## config.mk

```make
export PLATFORM = sky130hd
export DESIGN_NAME = gx_reset_ctrl_flat
export DESIGN_NICKNAME = d
export VERILOG_FILES = /design/src/rtl/gx_reset_pkg.sv /design/src/rtl/gx_reset_if.sv /design/src/rtl/gx_rx_reset_fsm.sv /design/src/rtl/gx_reset_ctrl.sv /design/src/flat_wrapper.sv
export SDC_FILE = /design/constraint.sdc
export NUM_CORES = 1
export LEC_CHECK = 0
export ABC_AREA = 0
export CELL_PAD_IN_SITES_DETAIL_PLACEMENT = 2
export CELL_PAD_IN_SITES_GLOBAL_PLACEMENT = 2
export CORE_AREA = 2 2 68 70
export CTS_BUF_LIST = sky130_fd_sc_hd__clkbuf_8
export DETAILED_ROUTE_END_ITERATION = 12
export DIE_AREA = 0 0 70 72
export PLACE_DENSITY_LB_ADDON = 0.1
export SETUP_SLACK_MARGIN = 0.05
export SYNTH_ARGS = -nofsm -noshare
export SYNTH_HDL_FRONTEND = slang
export SYNTH_SLANG_ARGS = --single-unit
```

## constraint.sdc

```tcl
create_clock -name clk_50m -period 4.3 [get_ports clk_50m]
set_clock_uncertainty 0.1 [all_clocks]
set_input_delay 0.86 -clock clk_50m [delete_from_list [all_inputs] [get_ports clk_50m]]
set_output_delay 0.86 -clock clk_50m [all_outputs]
set_load 0.03 [all_outputs]
```

## src/rtl/gx_reset_pkg.sv

```systemverilog
// Shared types and default counts for the transceiver reset sequencer.
package gx_reset_pkg;

   typedef enum logic [1:0] {
      TX_PD     = 2'd0,
      TX_WAIT   = 2'd1,
      TX_ANALOG = 2'd2,
      TX_READY  = 2'd3
   } tx_state_t;

   typedef enum logic [1:0] {
      RX_RST   = 2'd0,
      RX_CAL   = 2'd1,
      RX_LTD   = 2'd2,
      RX_READY = 2'd3
   } rx_state_t;

   localparam int DEF_PLL_PD_CNT = 10;
   localparam int DEF_ANALOG_CNT = 4;
   localparam int DEF_TX_DIG_CNT = 8;
   localparam int DEF_LTD_CNT    = 16;

   function automatic int cnt_w(input int max_cnt);
      return $clog2(max_cnt) + 1;
   endfunction

endpackage

```

## src/rtl/gx_reset_if.sv

```systemverilog
// PHY-facing reset/status bundle for one transceiver channel group.
interface gx_reset_if #(
   parameter int CH_N = 1
);
   logic            pll_locked_i;
   logic            pll_cal_busy_i;
   logic            pll_powerdown_o;
   logic [CH_N-1:0] gx_tx_cal_busy_i;
   logic [CH_N-1:0] gx_rx_cal_busy_i;
   logic [CH_N-1:0] gx_rx_is_lockedtodata_i;
   logic [CH_N-1:0] gx_tx_analogreset_o;
   logic [CH_N-1:0] gx_tx_digitalreset_o;
   logic [CH_N-1:0] gx_rx_analogreset_o;
   logic [CH_N-1:0] gx_rx_digitalreset_o;
   logic            tx_ready_o;
   logic [CH_N-1:0] rx_ready_o;

   modport master (
      input  pll_locked_i, pll_cal_busy_i, gx_tx_cal_busy_i, gx_rx_cal_busy_i,
             gx_rx_is_lockedtodata_i,
      output pll_powerdown_o, gx_tx_analogreset_o, gx_tx_digitalreset_o,
             gx_rx_analogreset_o, gx_rx_digitalreset_o, tx_ready_o, rx_ready_o
   );

   modport slave (
      output pll_locked_i, pll_cal_busy_i, gx_tx_cal_busy_i, gx_rx_cal_busy_i,
             gx_rx_is_lockedtodata_i,
      input  pll_powerdown_o, gx_tx_analogreset_o, gx_tx_digitalreset_o,
             gx_rx_analogreset_o, gx_rx_digitalreset_o, tx_ready_o, rx_ready_o
   );
endinterface

```

## src/rtl/gx_rx_reset_fsm.sv

```systemverilog
// Per-lane RX reset sequencer; inputs are already synchronised to clk_50m.
//  state    | meaning
//  RX_RST   | analog+digital held, minimum analog hold timer running
//  RX_CAL   | analog+digital held, waiting for rx calibration to finish
//  RX_LTD   | analog released, waiting for LTD_CNT consecutive lock-to-data samples
//  RX_READY | lane out of reset
module gx_rx_reset_fsm
   import gx_reset_pkg::*;
#(
   parameter int ANALOG_CNT = DEF_ANALOG_CNT,
   parameter int LTD_CNT    = DEF_LTD_CNT
) (
   input  logic clk_50m,
   input  logic io_nreset_i,
   input  logic rx_cal_busy,
   input  logic rx_ltd,
   output logic rx_analogreset,
   output logic rx_digitalreset,
   output logic rx_ready
);
   localparam int CW = cnt_w((ANALOG_CNT > LTD_CNT) ? ANALOG_CNT : LTD_CNT);
   localparam logic [CW-1:0] ANA_LOAD = CW'(ANALOG_CNT - 1);
   localparam logic [CW-1:0] LTD_LOAD = CW'(LTD_CNT - 1);

   rx_state_t       state, state_nx;
   logic [CW-1:0]   cnt, cnt_nx;

   always_ff @(posedge clk_50m) begin
      if (!io_nreset_i) begin
         state           <= RX_RST;
         cnt             <= ANA_LOAD;
         rx_analogreset  <= 1'b1;
         rx_digitalreset <= 1'b1;
         rx_ready        <= 1'b0;
      end else begin
         state           <= state_nx;
         cnt             <= cnt_nx;
         rx_analogreset  <= (state_nx == RX_RST) || (state_nx == RX_CAL);
         rx_digitalreset <= (state_nx != RX_READY);
         rx_ready        <= (state_nx == RX_READY);
      end
   end

   // cal_busy is tested before lock loss so it wins when both arrive together
   always_comb begin
      state_nx = state;
      cnt_nx   = cnt;
      case (state)
         RX_RST: begin
            if (cnt == '0) state_nx = RX_CAL;
            else           cnt_nx   = cnt - 1'b1;
         end
         RX_CAL: begin
            if (!rx_cal_busy) begin
               state_nx = RX_LTD;
               cnt_nx   = LTD_LOAD;
            end
         end
         RX_LTD: begin
            if (rx_cal_busy) begin
               state_nx = RX_RST;
               cnt_nx   = ANA_LOAD;
            end else if (!rx_ltd) begin
               cnt_nx   = LTD_LOAD;
            end else if (cnt == '0) begin
               state_nx = RX_READY;
            end else begin
               cnt_nx   = cnt - 1'b1;
            end
         end
         RX_READY: begin
            if (rx_cal_busy) begin
               state_nx = RX_RST;
               cnt_nx   = ANA_LOAD;
            end else if (!rx_ltd) begin
               state_nx = RX_LTD;
               cnt_nx   = LTD_LOAD;
            end
         end
         default: begin
            state_nx = RX_RST;
            cnt_nx   = ANA_LOAD;
         end
      endcase
   end

endmodule

```

## src/rtl/gx_reset_ctrl.sv

```systemverilog
// Transceiver reset sequencer: group-wide TX/PLL FSM plus one RX FSM per lane.
//  state     | meaning
//  TX_PD     | PLL powered down for PLL_PD_CNT cycles
//  TX_WAIT   | PLL up, TX analog+digital held until hold time, lock and no cal
//  TX_ANALOG | TX analog released, digital held for TX_DIG_CNT cycles
//  TX_READY  | TX path out of reset
module gx_reset_ctrl
   import gx_reset_pkg::*;
#(
   parameter int CH_N       = 1,
   parameter int PLL_PD_CNT = DEF_PLL_PD_CNT,
   parameter int ANALOG_CNT = DEF_ANALOG_CNT,
   parameter int TX_DIG_CNT = DEF_TX_DIG_CNT,
   parameter int LTD_CNT    = DEF_LTD_CNT
) (
   input logic        clk_50m,
   input logic        io_nreset_i,
   gx_reset_if.master gx
);
   localparam int SW     = 2 + 3 * CH_N;
   localparam int TX_MAX = (PLL_PD_CNT > ANALOG_CNT)
                           ? ((PLL_PD_CNT > TX_DIG_CNT) ? PLL_PD_CNT : TX_DIG_CNT)
                           : ((ANALOG_CNT > TX_DIG_CNT) ? ANALOG_CNT : TX_DIG_CNT);
   localparam int TXW    = cnt_w(TX_MAX);
   localparam logic [TXW-1:0] PD_LOAD  = TXW'(PLL_PD_CNT - 1);
   localparam logic [TXW-1:0] ANA_LOAD = TXW'(ANALOG_CNT - 1);
   localparam logic [TXW-1:0] DIG_LOAD = TXW'(TX_DIG_CNT - 1);

   logic [SW-1:0]   sync_d, sync_q1, sync_q2;
   logic            pll_locked_s, pll_cal_busy_s;
   logic [CH_N-1:0] tx_cal_s, rx_cal_s, rx_ltd_s;
   logic            tx_cal_any, tx_ok;

   assign sync_d = {gx.pll_locked_i, gx.pll_cal_busy_i, gx.gx_tx_cal_busy_i,
                    gx.gx_rx_cal_busy_i, gx.gx_rx_is_lockedtodata_i};

   always_ff @(posedge clk_50m) begin
      if (!io_nreset_i) begin
         sync_q1 <= '0;
         sync_q2 <= '0;
      end else begin
         sync_q1 <= sync_d;
         sync_q2 <= sync_q1;
      end
   end

   assign {pll_locked_s, pll_cal_busy_s, tx_cal_s, rx_cal_s, rx_ltd_s} = sync_q2;
   assign tx_cal_any = pll_cal_busy_s | (|tx_cal_s);
   assign tx_ok      = pll_locked_s & ~tx_cal_any;

   tx_state_t       tx_state, tx_state_nx;
   logic [TXW-1:0]  tx_cnt, tx_cnt_nx;
   logic            pll_pd_q, tx_ana_q, tx_dig_q, tx_ready_q;

   always_ff @(posedge clk_50m) begin
      if (!io_nreset_i) begin
         tx_state   <= TX_PD;
         tx_cnt     <= PD_LOAD;
         pll_pd_q   <= 1'b1;
         tx_ana_q   <= 1'b1;
         tx_dig_q   <= 1'b1;
         tx_ready_q <= 1'b0;
      end else begin
         tx_state   <= tx_state_nx;
         tx_cnt     <= tx_cnt_nx;
         pll_pd_q   <= (tx_state_nx == TX_PD);
         tx_ana_q   <= (tx_state_nx == TX_PD) || (tx_state_nx == TX_WAIT);
         tx_dig_q   <= (tx_state_nx != TX_READY);
         tx_ready_q <= (tx_state_nx == TX_READY);
      end
   end

   always_comb begin
      tx_state_nx = tx_state;
      tx_cnt_nx   = tx_cnt;
      case (tx_state)
         TX_PD: begin
            if (tx_cnt == '0) begin
               tx_state_nx = TX_WAIT;
               tx_cnt_nx   = ANA_LOAD;
            end else begin
               tx_cnt_nx   = tx_cnt - 1'b1;
            end
         end
         TX_WAIT: begin
            if (tx_cnt != '0) begin
               tx_cnt_nx   = tx_cnt - 1'b1;
            end else if (tx_ok) begin
               tx_state_nx = TX_ANALOG;
               tx_cnt_nx   = DIG_LOAD;
            end
         end
         TX_ANALOG: begin
            if (!tx_ok) begin
               tx_state_nx = TX_WAIT;
               tx_cnt_nx   = ANA_LOAD;
            end else if (tx_cnt == '0) begin
               tx_state_nx = TX_READY;
            end else begin
               tx_cnt_nx   = tx_cnt - 1'b1;
            end
         end
         TX_READY: begin
            if (!tx_ok) begin
               tx_state_nx = TX_WAIT;
               tx_cnt_nx   = ANA_LOAD;
            end
         end
         default: begin
            tx_state_nx = TX_PD;
            tx_cnt_nx   = PD_LOAD;
         end
      endcase
   end

   assign gx.pll_powerdown_o      = pll_pd_q;
   assign gx.gx_tx_analogreset_o  = {CH_N{tx_ana_q}};
   assign gx.gx_tx_digitalreset_o = {CH_N{tx_dig_q}};
   assign gx.tx_ready_o           = tx_ready_q;

   logic [CH_N-1:0] rx_ana, rx_dig, rx_rdy;

   for (genvar i = 0; i < CH_N; i++) begin : g_rx
      gx_rx_reset_fsm #(
         .ANALOG_CNT (ANALOG_CNT),
         .LTD_CNT    (LTD_CNT)
      ) u_rx_fsm (
         .clk_50m         (clk_50m),
         .io_nreset_i     (io_nreset_i),
         .rx_cal_busy     (rx_cal_s[i]),
         .rx_ltd          (rx_ltd_s[i]),
         .rx_analogreset  (rx_ana[i]),
         .rx_digitalreset (rx_dig[i]),
         .rx_ready        (rx_rdy[i])
      );
   end

   assign gx.gx_rx_analogreset_o  = rx_ana;
   assign gx.gx_rx_digitalreset_o = rx_dig;
   assign gx.rx_ready_o           = rx_rdy;

endmodule

```

## src/flat_wrapper.sv

```systemverilog
// flat-port wrapper written by rule: the top's interface ports become plain ports
module gx_reset_ctrl_flat import gx_reset_pkg::*;
#(
   parameter int CH_N       = 1,
   parameter int PLL_PD_CNT = DEF_PLL_PD_CNT,
   parameter int ANALOG_CNT = DEF_ANALOG_CNT,
   parameter int TX_DIG_CNT = DEF_TX_DIG_CNT,
   parameter int LTD_CNT    = DEF_LTD_CNT
)
  (clk_50m, io_nreset_i, gx_pll_locked_i, gx_pll_cal_busy_i, gx_gx_tx_cal_busy_i, gx_gx_rx_cal_busy_i, gx_gx_rx_is_lockedtodata_i, gx_pll_powerdown_o, gx_gx_tx_analogreset_o, gx_gx_tx_digitalreset_o, gx_gx_rx_analogreset_o, gx_gx_rx_digitalreset_o, gx_tx_ready_o, gx_rx_ready_o);
  gx_reset_if #(.CH_N(CH_N)) gx_i ();
  input logic clk_50m;
  input logic io_nreset_i;
  input wire logic [$bits(gx_i.pll_locked_i)-1:0] gx_pll_locked_i;
  input wire logic [$bits(gx_i.pll_cal_busy_i)-1:0] gx_pll_cal_busy_i;
  input wire logic [$bits(gx_i.gx_tx_cal_busy_i)-1:0] gx_gx_tx_cal_busy_i;
  input wire logic [$bits(gx_i.gx_rx_cal_busy_i)-1:0] gx_gx_rx_cal_busy_i;
  input wire logic [$bits(gx_i.gx_rx_is_lockedtodata_i)-1:0] gx_gx_rx_is_lockedtodata_i;
  output wire logic [$bits(gx_i.pll_powerdown_o)-1:0] gx_pll_powerdown_o;
  output wire logic [$bits(gx_i.gx_tx_analogreset_o)-1:0] gx_gx_tx_analogreset_o;
  output wire logic [$bits(gx_i.gx_tx_digitalreset_o)-1:0] gx_gx_tx_digitalreset_o;
  output wire logic [$bits(gx_i.gx_rx_analogreset_o)-1:0] gx_gx_rx_analogreset_o;
  output wire logic [$bits(gx_i.gx_rx_digitalreset_o)-1:0] gx_gx_rx_digitalreset_o;
  output wire logic [$bits(gx_i.tx_ready_o)-1:0] gx_tx_ready_o;
  output wire logic [$bits(gx_i.rx_ready_o)-1:0] gx_rx_ready_o;
  assign gx_i.pll_locked_i = gx_pll_locked_i;
  assign gx_i.pll_cal_busy_i = gx_pll_cal_busy_i;
  assign gx_i.gx_tx_cal_busy_i = gx_gx_tx_cal_busy_i;
  assign gx_i.gx_rx_cal_busy_i = gx_gx_rx_cal_busy_i;
  assign gx_i.gx_rx_is_lockedtodata_i = gx_gx_rx_is_lockedtodata_i;
  assign gx_pll_powerdown_o = gx_i.pll_powerdown_o;
  assign gx_gx_tx_analogreset_o = gx_i.gx_tx_analogreset_o;
  assign gx_gx_tx_digitalreset_o = gx_i.gx_tx_digitalreset_o;
  assign gx_gx_rx_analogreset_o = gx_i.gx_rx_analogreset_o;
  assign gx_gx_rx_digitalreset_o = gx_i.gx_rx_digitalreset_o;
  assign gx_tx_ready_o = gx_i.tx_ready_o;
  assign gx_rx_ready_o = gx_i.rx_ready_o;
  gx_reset_ctrl #(.CH_N(CH_N), .PLL_PD_CNT(PLL_PD_CNT), .ANALOG_CNT(ANALOG_CNT), .TX_DIG_CNT(TX_DIG_CNT), .LTD_CNT(LTD_CNT)) u_core (.clk_50m(clk_50m), .io_nreset_i(io_nreset_i), .gx(gx_i));
endmodule
```

; ---- Word-level counts from Yosys, hierarchy flattened
; Index checks and enable logic that the tools add are counted.
[totals]
reg_bits = 31
input_bits = 7
output_inout_bits = 7
wordCells = 75
[classes]
add_sub_neg = 2
eq_ne = 17
muxes = 29
bitwise = 3
reduce_logical = 11
[op_table]
columns = cell, n
row1 = $mux W5, 12
row2 = $pmux W5 S4, 2
row3 = $mux W2, 13
row4 = $pmux W2 S4, 2
row5 = $eq A2 B2 Y1 const B, 6
row6 = $logic_not A5 Y1, 2
row7 = $sub A5 B1 Y5 const B, 2
row8 = $eq A2 B1 Y1 const B, 4
row9 = $logic_not A2 Y1, 4
row10 = $ne A2 B2 Y1 const B, 4
row11 = $reduce_bool A5 Y1, 1
row12 = $ne A3 B1 Y1 const B, 1
row13 = $ne A3 B2 Y1 const B, 1
row14 = $ne A3 B3 Y1 const B, 1
row15 = $reduce_and A3 Y1, 1
row16 = $logic_or A1 B1 Y1, 2
row17 = $reduce_and A2 Y1, 1
row18 = $and A1 B1 Y1, 1
row19 = $not A1 Y1, 1
row20 = $or A1 B1 Y1, 1

; ---- Depth between registers and ports, before layout
; Gate-level depths: netlist of the first run.
[logic_depth]
ltp_word = 8
ltp_mapped = 6
ltp_nobuf = 6

; ---- Hierarchy
; A second synthesis of the first run with hierarchy kept.
[hier_totals]
hier_cells = 137
hier_area_um2 = 1291.2
[modules_own_cells]
columns = module, instances, cells_each, area_each_um2, seq_area_each_um2
row1 = gx_reset_ctrl, 1, 79, 810.8, 420.4
row2 = gx_rx_reset_fsm, 1, 58, 480.5, 200.2

; ---- Worst setup path after synthesis of the first run
; No wires, ideal clock.
[synth_timing]
path_kind = input -> register
start = input port io_nreset_i
end = register u_core.tx_dig_q, in the netlist u_core.gx.gx_tx_digitalreset_o
setup_time_ns = 0.130
t_arrival_ns = 1.484
t_required_ns = 4.070
slack_ns = 2.586
cell_stages = 3
path_buffers = 1
path_cell_list = buf_2 > inv_1 > or3_4
[synth_lines]
columns = element, line_no
row1 = "start, declared", flat_wrapper.sv:13  ; input logic io_nreset_i;
row2 = "end signal, assigned", gx_reset_ctrl.sv:68  ; tx_dig_q <= (tx_state_nx != TX_READY);
row3 = "end, declared", gx_reset_ctrl.sv:53  ; logic pll_pd_q, tx_ana_q, tx_dig_q, tx_ready_q;
; No word-level cell between the ends.

==> results.cfg, run 1 <==
[clock_network]
postCtsResizedCells = 0
clkTransAtPathRegs_ns = 0.07
root_buffer = clkbuf_8
insertion_delay_ns = 0.27
cts.path.max_buffers = 2
htreeDepth = 2
cts_made_buffers = 5
cts_sinks = 31
cts_tree = done
postCtsSetupBuffers = 0
cts_hold_buf = 0

[logic_synthesis]
synth_top_area_share_pct = 50.00
yosysMostFrequentCell = dfxtp_1
syn_avg_cell_area_um2 = 9.548
ys_types = 43
ys_warn_count = 0
synthFlopType = dfxtp_1
synth_edf_count = 0
synthCells = 130
synth_fp_nets = 139
async_flop_share_pct = 0
ys_seq_area_share_pct = 50.00
netlist_area_mm2 = 0.001241
synth_common_cells = dfxtp_1, a21oi_1, and2_1, inv_1, nand2_1
synth_area_leaders = dfxtp_1, and2_1, a21oi_1
synth-seq-cells = 31
synth.largest_area_cell = dfxtp_1

[floorplan]
die_w_um = 70
ios = 14
core_mm2 = 0.004264
initial_core_util_pct = 29.11
die_h_um = 72
row_count = 24
dieArea_mm2 = 0.005040

[drt]
num_vias = 963
drt_wl_total_um = 2681
post_drt_wl_per_cell_um = 13.41
ant_nets = 0
avgViaCountPerCell = 4.815
dr.first_iter.drc_count = 22
drc = 0
drt_pass1_iterations = 2

[worst_setup_path]
path_cells = clkdlybuf4s50_1 > inv_1 > nor3_1 > inv_1 > nor2_1
arrival_ns = 2.48
crit_required_ns = 4.41
path_class = in2reg
critPathLaunchType = input pin
worstPathMaxFanout = 19
slowest_stage = clkdlybuf4s50_1
max_stage_delay_ns = 0.84
timing.critical_path.mode_cell = inv_1
cp-end-kind = flop

[power_and_ir_drop]
clkPwrFrac_pct = 31.2
p_leak_uw = 0.0006095
powerDensity_mw_per_mm2 = 465.8
p_sw_uw = 205.8
combPwrFrac_pct = 18.2
ir_worst_vdd_mv = 0.1839
seq_power_share_pct = 50.6
p_int_uw = 492.4
switching_share_pct = 29.48

[global_route]
grt_overflow = 0
grt_max_degree = 20
grt_pass1_vias = 981
grt_pass1_wl_um = 4526
antenna_found_initial = 0
track_usage_pct = 11.73

[layout]
drive_gt1_share_pct = 10.81
fin_util_pct = 35.15
num_antenna_cells = 0
fin_nets = 156
area.growth.synth_to_final_pct = 20.77

[sta]
setup_tns_ns = 0
rsz0062_at_grt = no
finalHoldViolCount = 0
relSlewSlack_pct = 60.63
worst_slew_pin_slew_ns = 0.5887
slew_viol_final = 0
layout_min_cycle_time_ns = 2.374
timing.final.crit_share_pct = 55.22
setup_viol = 0
max_freq_mhz = 421.2

[place]
routabilityCongestion = 0.7607
portBuffers = 13
dp_hpwl_um = 2026

[outcome]
status = complete, no violations

[flow_run]
cap_violations = 0

[worst_hold_path]
min_path_type = reg2reg
## per-stage QoR
step | hold slack, ns | worst slack (ns) | cells | instance area [um2] | power, uW
4_1_cts | 0.3383 | 1.845 | 200 | 1499 | 716.7
3_5_place_dp | 0.3224 | 1.544 | 192 | 1414 | 490.5
3_3_place_gp | 0.3119 | 1.693 | 192 | 1414 | 482.0
6_report | 0.3345 | 1.926 | 200 | 1499 | 698.2
2_1_floorplan | 0.3057 | 2.586 | 130 | 1241 | 447.3
5_1_grt | 0.3508 | 1.726 | 200 | 1499 | 751.6
## state kept, by name, summed over array words and instances (netlist names), 2 cells and up
name / cells
u_core.g_rx.u_rx_fsm.cnt: 5
u_core.tx_state: 2
u_core.sync_q2: 5
u_core.g_rx.u_rx_fsm.state: 2
u_core.sync_q1: 5
u_core.tx_cnt: 5
## cell usage in the layout (no fill, tap or decap), types with 4 or more instances in the layout
cell,n
a21oi_1,11
and2_1,11
clkbuf_8,5
clkdlybuf4s50_1,13
dfxtp_1,31
inv_1,12
nand2_1,9
nor2_1,6
nor3_1,4
o21ai_0,4
## per-layer routing
metal | GRT usage [%] | up-vias | part of all wire, %
met4 | 5.769 | 0 | 1.4
met2 | 20.32 | 12 | 52
li1 | - | 482 | -
met1 | 13.25 | 465 | 43
met5 | 0 | - | 0
met3 | 3.472 | 4 | 3.2
## kinds of logic after synthesis
family          count (synthesis)  synth area share [%]
compound gates                 31                 16.13
simple gates                   50                 25.10
fa+ha+maj                       2                 2.016
mux                             1                0.9072
xor+xnor                        1                0.7058
flops                          31                 50.00
buf+inv                        14                 5.140
## critical path: cells and delay by family
kind | cells | cell delay, ns
buffers and inverters | 3 | 1.17
AND/OR/NAND/NOR | 2 | 0.44
## area by class of cell
| cell class | instances | area, um2 |
|---|---|---|
| clock inverter | 3 | 16.27 |
| tap | 52 | 65.06 |
| clock buffer | 5 | 68.82 |
| sequential | 31 | 620.6 |
| multi-input combinational | 85 | 556.8 |
| inverter | 11 | 41.29 |
| fill | 485 | 2765 |
| timing repair buffer | 13 | 130.1 |
## power by group through the flow
stage / logic [uW] / registers [uW] / clock network (uW)
final: 127 / 353 / 218
after detailed placement: 130 / 360 / 0
after floorplan: 92.1 / 355 / 0
after CTS: 131 / 354 / 232
after global routing: 145 / 360 / 246
after global placement: 124 / 358 / 0
## worst paths after layout
path,from,endpoint,slack [ns],cells after the start
worst max register to register,u_core.tx_cnt[0],u_core.gx.gx_tx_analogreset_o,2.45,6
worst min-delay path,u_core.sync_q1[1],u_core.sync_q2[1],0.33,1
worst max-delay path,io_nreset_i,u_core.g_rx[0].u_rx_fsm.rx_ready,1.93,5
worst min register to register,u_core.sync_q1[1],u_core.sync_q2[1],0.33,1
Power figures use the tool's default switching activity.
==> run 2, diff against run 1 <==
clock period = 2.3 ns   (was 4.3 ns; I/O delays follow)
==> results.cfg, run 2 (synthesized netlist as in run 1, its figures left out) <==
[worst_setup_path]
path_class = reg2out
cp-end-kind = output pin
timing.rr.start = u_core.tx_cnt[0]
path_cells = clkdlybuf4s50_1
rr_worst_depth = 6
cp-startpoint = u_core.g_rx[0].u_rx_fsm.rx_digitalreset
max_stage_delay_ns = 0.66
crit_required_ns = 1.74
slowest_stage = clkdlybuf4s50_1
crit_buf_inv = 1
path_delay_family = buffers and inverters
worstPathMaxFanout = 1
critPathLaunchType = flop
cp_num_cells = 1
arrival_ns = 1.25

[worst_hold_path]
min_path_type = reg2reg
min_from = u_core.sync_q1[1]
hold_depth = 1

[drt]
ant_nets = 0
post_drt_wl_per_cell_um = 14.09
avgViaCountPerCell = 4.806
dr.first_iter.drc_count = 31
drt_pass1_iterations = 4
num_vias = 966
drt_wl_total_um = 2833
drc = 0

[clock_network]
postCtsSetupBuffers = 0
cts_sinks = 31
cts.path.max_buffers = 2
clkTransAtPathRegs_ns = 0.07
postCtsResizedCells = 0
cts_made_buffers = 5
insertion_delay_ns = 0.28
cts_tree = done
root_buffer = clkbuf_8
htreeDepth = 2
cts_hold_buf = 0

[sta]
setup_viol = 0
timing.final.crit_share_pct = 78.70
slew_viol_final = 0
relSlewSlack_pct = 72.61
finalHoldViolCount = 0
max_freq_mhz = 552.5
setup_ws_ns = 0.4899
worst_slew_pin_slew_ns = 0.4102
setup_tns_ns = 0
layout_min_cycle_time_ns = 1.810
whs_ns = 0.3362
rsz0062_at_grt = no

[global_route]
track_usage_pct = 12.01
antenna_found_initial = 0
grt_pass1_vias = 975
grt_pass1_wl_um = 4692
grt_max_degree = 17
grt_overflow = 0

[floorplan]
die_w_um = 70
die_h_um = 72
core_mm2 = 0.004264
initial_core_util_pct = 29.11
dieArea_mm2 = 0.005040
row_count = 24
ios = 14

[layout]
area.growth.synth_to_final_pct = 21.37
num_antenna_cells = 0
mostFrequentLayoutCells = dfxtp_1, clkdlybuf4s50_1, inv_1
final_cell_area_mm2 = 0.001506
seq_area_um2 = 620.6
fillers = 484
multi_input_area_um2 = 556.8
drive_gt1_share_pct = 11.41
fin_nets = 157
final_common_cell = dfxtp_1

[power_and_ir_drop]
powerDensity_mw_per_mm2 = 876.7
clkPwrFrac_pct = 31.2
power_uw = 1321
p_sw_uw = 398.6
seq_power_share_pct = 50.2
ir_worst_vdd_mv = 0.3020
switching_share_pct = 30.18
p_leak_uw = 0.0006143
combPwrFrac_pct = 18.6
p_int_uw = 922.2

[place]
routabilityCongestion = 0.7847
portBuffers = 13
dp_slack_ns = 0.4468
dp_hpwl_um = 2148
placed_area_mm2 = 0.001421

[flow_run]
cap_violations = 0

[outcome]
status = complete, no violations
==> run 2: layout make-up <==
cell class / instances / share of cell area [%]
inverters: 11 / 2.741
multi-input cells: 85 / 36.96
clock inverters: 3 / 1.080
repair buffers: 14 / 9.136
well taps: 52 / 4.319
flip-flops and latches: 31 / 41.20
clock buffers: 5 / 4.568
==> run 2: final timing paths <==
check | to | slack, ns
worst max-delay path | gx_gx_rx_digitalreset_o | 0.49
worst min-delay path | u_core.sync_q2[1] | 0.34
worst max register to register | u_core.gx.gx_tx_analogreset_o | 0.53
worst min register to register | u_core.sync_q2[1] | 0.34
==> run 2: metrics by stage <==
stage,std cells,util (%)
2_1_floorplan,130,-
3_3_place_gp,193,33.33
3_5_place_dp,193,33.33
4_1_cts,201,35.33
5_1_grt,201,35.33
6_report,201,35.33
==> run 2: layer usage <==
layer | wire length (um) | global-route usage [%] | vias to the layer above
met4 | 44 | 5.769 | 0
met5 | 0 | 0 | -
met2 | 1382 | 20.00 | 14
met3 | 85 | 3.333 | 6
li1 | - | - | 481
met1 | 1320 | 14.43 | 465
==> run 2: power groups by stage <==
stage	Sequential (uW)	Combinational, uW	Clock [uW]
after floorplan	664	172	0
after global placement	670	234	0
after detailed placement	674	252	0
after CTS	664	251	432
after global routing	672	277	464
final	663	246	412
